[config.mk]
export PLATFORM = sky130hd
export DESIGN_NAME = vend_order_sequencer
export DESIGN_NICKNAME = d
export VERILOG_FILES = /design/src/rtl/vend_order_sequencer.sv
export SDC_FILE = /design/constraint.sdc
export NUM_CORES = 1
export LEC_CHECK = 0
export BUFFER_PORTS_ARGS = -buffer_cell sky130_fd_sc_hd__buf_2
export CAP_MARGIN = 30
export CORE_ASPECT_RATIO = 0.75
export CORE_MARGIN = 10
export CORE_UTILIZATION = 35
export CTS_BUF_LIST = sky130_fd_sc_hd__clkbuf_8 sky130_fd_sc_hd__clkbuf_16
export DETAILED_ROUTE_END_ITERATION = 10
export GPL_ROUTABILITY_DRIVEN = 0
export GPL_TIMING_DRIVEN = 0
export MAX_ROUTING_LAYER = met4
export PLACE_DENSITY_LB_ADDON = 0.05
export RECOVER_POWER = 25
export SLEW_MARGIN = 20
export SYNTH_ARGS = -nofsm -noshare
export SYNTH_HDL_FRONTEND = slang
export SYNTH_SLANG_ARGS = --single-unit
[constraint.sdc]
create_clock -name clk -period 1.8 [get_ports clk]
set_input_delay 0.18 -clock clk [delete_from_list [all_inputs] [get_ports clk]]
set_output_delay 0.18 -clock clk [all_outputs]
set_load 0.005 [all_outputs]
[src/rtl/vend_order_sequencer.sv]
// Initiator for the vending core: takes one order per handshake, drives the core inputs,
// waits a fixed settle time, then returns the core's error/redLight as a response.
module vend_order_sequencer #(
    parameter int SETTLE_CYCLES = 2,
    parameter int CNT_W         = 8
) (
    input  logic             clk,
    input  logic             rst_n,
    input  logic             req_valid,
    output logic             req_ready,
    input  logic [1:0]       req_op,
    input  logic [2:0]       req_type,
    input  logic [3:0]       req_amount,
    input  logic [6:0]       req_money,
    output logic             rsp_valid,
    input  logic             rsp_ready,
    output logic [6:0]       rsp_error,
    output logic             rsp_red,
    output logic             rsp_local_err,
    output logic [1:0]       mode,
    output logic [6:0]       customer_money,
    output logic [2:0]       supply_type,
    output logic [3:0]       customer_amount,
    output logic [3:0]       amount_sypply_to_add,
    input  logic [6:0]       error,
    input  logic             redLight,
    output logic [CNT_W-1:0] txn_count,
    output logic [CNT_W-1:0] err_count
);

    // Handshakes: a request transfers on an edge where req_valid && req_ready; a response
    // transfers on an edge where rsp_valid && rsp_ready. rsp_valid only falls after transfer.
    typedef enum logic [1:0] {
        IDLE   = 2'd0,
        SETTLE = 2'd1,
        RESP   = 2'd2
    } state_t;

    localparam logic [3:0]       SETTLE_INIT = 4'(SETTLE_CYCLES);
    localparam logic [CNT_W-1:0] CNT_MAX     = '1;
    localparam logic [CNT_W-1:0] CNT_ONE     = CNT_W'(1);

    state_t     state;
    state_t     state_next;
    logic [3:0] cnt;
    logic       accept;
    logic       capture;
    logic       handshake;
    logic       core_op;
    logic       rsp_is_err;

    assign core_op    = (req_op == 2'd1) || (req_op == 2'd2);
    assign rsp_is_err = (rsp_error != 7'd0) || rsp_red || rsp_local_err;

    always_ff @(posedge clk or negedge rst_n) begin
        if (!rst_n) begin
            state <= IDLE;
        end else begin
            state <= state_next;
        end
    end

    always_comb begin
        state_next = state;
        case (state)
            IDLE: begin
                if (accept) begin
                    state_next = core_op ? SETTLE : RESP;
                end
            end
            SETTLE: begin
                if (capture) begin
                    state_next = RESP;
                end
            end
            RESP: begin
                if (handshake) begin
                    state_next = IDLE;
                end
            end
            default: state_next = IDLE;
        endcase
    end

    always_comb begin
        req_ready = 1'b0;
        accept    = 1'b0;
        capture   = 1'b0;
        handshake = 1'b0;
        case (state)
            IDLE: begin
                req_ready = rst_n;
                accept    = req_valid && rst_n;
            end
            SETTLE:  capture   = (cnt == 4'd1);
            RESP:    handshake = rsp_ready;
            default: req_ready = 1'b0;
        endcase
    end

    // Registered core drive, response and statistics.
    always_ff @(posedge clk or negedge rst_n) begin
        if (!rst_n) begin
            cnt                  <= 4'd0;
            rsp_valid            <= 1'b0;
            rsp_error            <= 7'd0;
            rsp_red              <= 1'b0;
            rsp_local_err        <= 1'b0;
            mode                 <= 2'd0;
            customer_money       <= 7'd0;
            supply_type          <= 3'd0;
            customer_amount      <= 4'd0;
            amount_sypply_to_add <= 4'd0;
            txn_count            <= '0;
            err_count            <= '0;
        end else begin
            if (accept) begin
                cnt <= SETTLE_INIT;
                case (req_op)
                    2'd1: begin
                        mode                 <= 2'd1;
                        customer_money       <= req_money;
                        supply_type          <= req_type;
                        customer_amount      <= req_amount;
                        amount_sypply_to_add <= 4'd0;
                    end
                    2'd2: begin
                        mode                 <= 2'd2;
                        customer_money       <= 7'd0;
                        supply_type          <= req_type;
                        customer_amount      <= 4'd0;
                        amount_sypply_to_add <= req_amount;
                    end
                    default: begin
                        // Local reject: the core is never driven for these opcodes.
                        rsp_local_err <= 1'b1;
                        rsp_error     <= 7'd0;
                        rsp_red       <= 1'b0;
                        rsp_valid     <= 1'b1;
                    end
                endcase
            end

            if (state == SETTLE) begin
                if (capture) begin
                    rsp_error     <= error;
                    rsp_red       <= redLight;
                    rsp_local_err <= 1'b0;
                    rsp_valid     <= 1'b1;
                end else begin
                    cnt <= cnt - 4'd1;
                end
            end

            if (handshake) begin
                rsp_valid            <= 1'b0;
                mode                 <= 2'd0;
                customer_money       <= 7'd0;
                supply_type          <= 3'd0;
                customer_amount      <= 4'd0;
                amount_sypply_to_add <= 4'd0;
                if (txn_count != CNT_MAX) begin
                    txn_count <= txn_count + CNT_ONE;
                end
                if (rsp_is_err && (err_count != CNT_MAX)) begin
                    err_count <= err_count + CNT_ONE;
                end
            end
        end
    end

endmodule

==> metrics.txt, run 1 <==
hold_ws -0.187 ns; H-tree Lvls 2; cell taking the most area after synthesis dfrtp_1; die footprint 10,200 sq um; clk slew on worst S/H paths 0.10 ns; clk_skew 0.0109 ns; maximum number of pins on one net before global-route repair 58; CTS tree built; critical path buffer and inverter count 0; routed wire length 5610 um; Inserted Diodes 0; post-synthesis net count 221; Worst-Skew Late Latency 0.30 ns; Min-Delay Path Class in2async; top-area cell type share of the netlist area 56.7%; setup tns final 0 ns; # rows 25; reg2reg start rsp_error[0]$_DFF_PN0_; Core ar. 6350 sq um; setup ws final 0.162 ns; CP delay by family, top simple AND/OR/NAND/NOR gates; Critical Path End Type register; Initial Util 36.2%; CP Depth 4; crit-path max cell delay 0.42 ns; Cell Pwr Density 1350 nW/um^2; WL/cell 16.0 um; worst path cell trace nor4_2 -> a31oi_4 -> nand2_1 -> mux2_1; FF+latch count, synth 52; clk root buf clkbuf_8; Crit Path Category reg2reg; Fillers 639; top post-synthesis cells by area dfrtp_1 (57%), a22o_1 (8.8%), xnor2_1 (3.4%); gr ovfl total 0; Reg2Reg Depth 4; area grow syn2layout 25.7%; Crit Path Max Fanout 9; Lkg Pwr 1.51 nW; status complete, but fails checks; CP startpoint rsp_error[0]$_DFF_PN0_; RSZ-0062 raised after global routing false; PortBufs 74; Clock Sinks 52; critical path launch point type register; vias per inst 5.02; most frequent cells in the layout buf_2 (73), dfrtp_1 (52), a22o_1 (23); CP arrival 1.83 ns; combined area of the multi-input logic cells 933 sq um; First DRT Iteration DRCs 77; maxcap violations 0; Synth Cell Area 2300 sq um; 1st-pass router iterations 4; Final period util 91.0%; Max transition margin 62.1%; Final Util 45.5%; Max Slew Vio Count 0; vias post-DR 1,761; Die H 90.1 um; CP required 1.99 ns; antenna violations before repair 0; I/O pins 75; Syn Area/Cell 12.3 sq um; gr usage total 11.0%; Crit-path slowest cell dfrtp_1; drt drc 0; first-pass GRT wire length 9190 um; actual slew at the worst max-slew pin 0.564 ns; Synth Warn # 0; nets@finish 304; Die W 114 um; Clock Tree Buf Depth 2; FMAX 610 MHz; final hold violations 52; vias in the first global route 1,790; HPWL after detailed placement 4130 um; failing checks negative hold slack; Setup violations, final 0; Max IR drop VDD 0.000473 V; post-synthesis sequential area ratio 56.7%; most common cell after layout, fill and taps aside buf_2; CTS Buf Count 5; register area 1300 sq um; pre-CTS setup slack -0.178 ns; Final min period 1.64 ns; ANT nets after route 0; Mapped Cells 187; share of post-route cells with drive strength above 1 35.2%; Yosys cell types 40
synthesized netlist by cell type, drive strengths merged:
cell type	number
a22o	23
and3	3
o21a	2
mux2	1
nand2b	2
nor4	1
nand2	14
o21bai	1
o31ai	1
o21ba	1
xnor2	9
nand4	4
ha	6
a21o	2
inv	6
and4	2
nor3b	3
dfrtp	52
nor2	7
nand3b	1
o21ai	9
a21boi	1
buf	4
and2	1
a41oi	2
or3b	1
o211ai	1
a21oi	3
nand3	7
nor3	6
nand4bb	1
a31oi	4
xor2	4
nor2b	2
final timing paths:
path / to / slack, ns
hold / removal: txn_count[0]$_DFFE_PN0P_ / -0.19
setup reg to reg: err_count[1]$_DFFE_PN0P_ / 0.16
setup / recovery: err_count[1]$_DFFE_PN0P_ / 0.16
hold reg to reg: mode[0]$_DFFE_PN0P_ / 0.48
max in group asynchronous: customer_money[6]$_DFFE_PN0P_ / 1.58
min in group clk: supply_type[0]$_DFFE_PN0P_ / 0.08
timing repair:
item	4_1_cts	5_1_grt
resized for setup	1	1
endpoints found under the setup margin	1	8
endpoints found under the hold margin	52	52
buffers inserted	0	2
pin swaps	0	1
sequential cells by signal, indices dropped and copies added (netlist names):
register,count
supply_type,3
customer_money,7
rsp_local_err,1
txn_count,8
state,2
customer_amount,4
rsp_error,7
mode,2
amount_sypply_to_add,4
err_count,8
rsp_valid,1
cnt,4
rsp_red,1
routing by layer:
metal	part of all wire (%)	GRT usage [%]
met3	5.6	3.59
met2	47	16.2
met5	0	-
met4	0.45	2.53
met1	47	14.3
worst register-to-register path, cell delays in order (launching register included):
cell	delay [ns]
dfrtp_1	0.42
nor4_2	0.42
a31oi_4	0.22
nand2_1	0.15
mux2_1	0.32
through the flow:
| stage | total power [mW] | instances | instance area [sq um] |
|---|---|---|---|
| 2_1_floorplan | 2.64 | 187 | 2300 |
| 3_3_place_gp | 3.25 | 342 | 2770 |
| 3_5_place_dp | 3.26 | 342 | 2770 |
| 4_1_cts | 3.98 | 349 | 2870 |
| 5_1_grt | 4.22 | 351 | 2890 |
| 6_report | 3.90 | 351 | 2890 |
cell families after synthesis:
| group | Yosys count | share of synthesized area, % |
|---|---|---|
| AOI/OAI and AO/OA | 50 | 17.1 |
| DFF | 52 | 56.7 |
| buffers and inverters | 10 | 2.94 |
| muxes | 1 | 0.490 |
| and+or+nand+nor | 55 | 14.6 |
| xor gates and xnor gates | 13 | 4.96 |
| adders and majority gates | 6 | 3.27 |
where the power goes:
group	total (mW)	switching [mW]	internal (mW)	leakage, nW
combinational	1.35	0.654	0.697	0.775
sequential	1.86	0.321	1.54	0.690
clock	0.682	0.374	0.308	0.0473
layout make-up:
type / count / share of cell area (%)
Buffer: 4 / 1.56
Clock inverter: 1 / 0.303
Inverter: 6 / 0.780
Clock buffer: 6 / 2.86
Tap cell: 81 / 3.51
Timing Repair Buffer: 76 / 13.6
Sequential cell: 52 / 45.1
Multi-Input combinational cell: 125 / 32.3
No activity file was read; power rests on OpenSTA's default activity.
==> run 2, diff against run 1 <==
CORE_UTILIZATION = 30   (was 35)
CTS_BUF_LIST = sky130_fd_sc_hd__clkbuf_2   (was sky130_fd_sc_hd__clkbuf_8 sky130_fd_sc_hd__clkbuf_16)
==> run 2 against run 1 <==
Effect of this change:
- the flow still finishes with violations (negative hold slack)
- clock power down 31%
- worst setup slack worse by 0.044 ns
- combinational power about the same
- maximum frequency down 2.6%
- largest cell class unchanged
- largest power group unchanged
==> metrics.txt, run 2 (synthesis results as in run 1) <==
status complete, but fails checks; failing checks negative hold slack; CTS tree built; dpl cells 362; CP arrival 2.00 ns; clk root buf clkbuf_2; Critical Path End Type register; Crit Path Category reg2reg; gr usage total 10.5%; Core ar. 7400 sq um; Min-Delay Path Class in2async; critical path launch point type register; Clock Sinks 52; First DRT Iteration DRCs 72; PortBufs 74; pre-CTS setup slack -0.237 ns; H-tree Lvls 2; vias post-DR 1,806; Reg2Reg Depth 4; die footprint 11,600 sq um; RSZ-0062 raised after global routing false; actual slew at the worst max-slew pin 0.728 ns; Tot Pwr 3.72 mW; maximum number of pins on one net before global-route repair 58; Worst-Skew Late Latency 0.42 ns; final hold violations 52; Cell Pwr Density 1210 nW/um^2; area grow syn2layout 33.7%; internal power 2.36 mW; Die H 95.8 um; maxcap violations 0; Max Slew Vio Count 0; share of post-route cells with drive strength above 1 32.2%; switch share 36.5%; WL/cell 15.1 um; most common cell after layout, fill and taps aside buf_2; antenna violations before repair 0; # hold bufs at CTS 22; hold_ws -0.245 ns; vias in the first global route 1,806; Largest regs err_count (8), txn_count (8); 1st-pass router iterations 4; gr ovfl total 0; clk_skew 0.0281 ns; Inserted Diodes 0; drt drc 0; non-filler cells, final 393; Crit Path Max Fanout 9; I/O pins 75; FMAX 595 MHz; combinational share of power 37.2%; Final Util 41.5%; routed wire length 5940 um; Max IR drop VDD 0.000370 V; vias per inst 4.60; HPWL after detailed placement 4250 um; Max transition margin 51.4%; Initial Util 31.0%; CP required 2.12 ns; NetSw 1.36 mW; # rows 27; clk slew on worst S/H paths 0.26 ns; Final period util 93.4%; nets@finish 325; Die W 121 um; clock network fraction of design power 12.6%; ANT nets after route 0; setup ws final 0.118 ns; Lkg Pwr 1.58 nW; register share of total power 50.2%; Clock Tree Buf Depth 2; CTS Buf Count 5; Setup violations, final 0; Final min period 1.68 ns; first-pass GRT wire length 9620 um; Fillers 746; most frequent cells in the layout buf_2 (73), dfrtp_1 (52), a22o_1 (23)
run 2: changes by cell type in the layout (fill, tap and decap cells not counted), sizes merged:
cell,change
clkinvlp,+1
buf,-1
dlygate4sd3,+22
run 2: critical path, cell delays in order (launching register included):
cell	delay [ns]
dfrtp_1	0.51
nand3b_4	0.28
a31oi_4	0.32
nand2_1	0.15
mux2_1	0.32
run 2: final timing paths:
kind,to,start,slack (ns)
min reg2reg,txn_count[6]$_DFFE_PN0P_,txn_count[6]$_DFFE_PN0P_,0.51
max reg2reg,err_count[1]$_DFFE_PN0P_,state[0]$_DFFE_PN0P_,0.12
max in group asynchronous,err_count[1]$_DFFE_PN0P_,rst_n,1.54
min,state[1]$_DFFE_PN0P_,rst_n,-0.24
min in group clk,state[1]$_DFFE_PN0P_,rsp_ready,0.10
max,err_count[1]$_DFFE_PN0P_,state[0]$_DFFE_PN0P_,0.12
run 2: layout make-up:
class | instances | area (sq um) | area share [%]
clock buffer | 6 | 30.0 | 0.978
clock inverter | 2 | 11.3 | 0.367
multi-input combinational | 125 | 933 | 30.4
inverter | 6 | 22.5 | 0.733
tap | 101 | 126 | 4.12
timing repair buffer | 97 | 601 | 19.6
sequential | 52 | 1300 | 42.4
buffer | 4 | 45.0 | 1.47
run 2: per-stage QoR:
stage / instance area [sq um] / TNS (ns) / hold slack [ns]
floorplan: 2300 / 0 / -0.116
global placement: 2790 / -18.34 / 0.389
detailed placement: 2800 / -3.58 / 0.295
CTS: 3070 / 0 / -0.237
global route: 3070 / 0 / -0.248
finish: 3070 / 0 / -0.245
run 2: metal layers:
metal | up-vias | routed length [um] | track usage [%]
met4 | 0 | 35 | 2.40
li1 | 889 | - | -
met3 | 4 | 295 | 3.22
met2 | 34 | 2750 | 15.5
met5 | - | 0 | -
met1 | 879 | 2860 | 13.9
run 2: timing repair:
item                       4_1_cts  5_1_grt
setup buffers                    1        0
gates resized for setup          1        0
setup endpoints to repair        4        0
hold endpoints to repair        78       52
run 2: power by group through the flow:
stage          registers (mW)  logic [mW]  clock network (mW)
4_1_cts                  1.87        1.43               0.499
3_3_place_gp             1.89        1.38                   0
5_1_grt                  1.94        1.56               0.555
3_5_place_dp             1.88        1.38                   0
2_1_floorplan            1.87       0.770                   0
6_report                 1.87        1.38               0.469
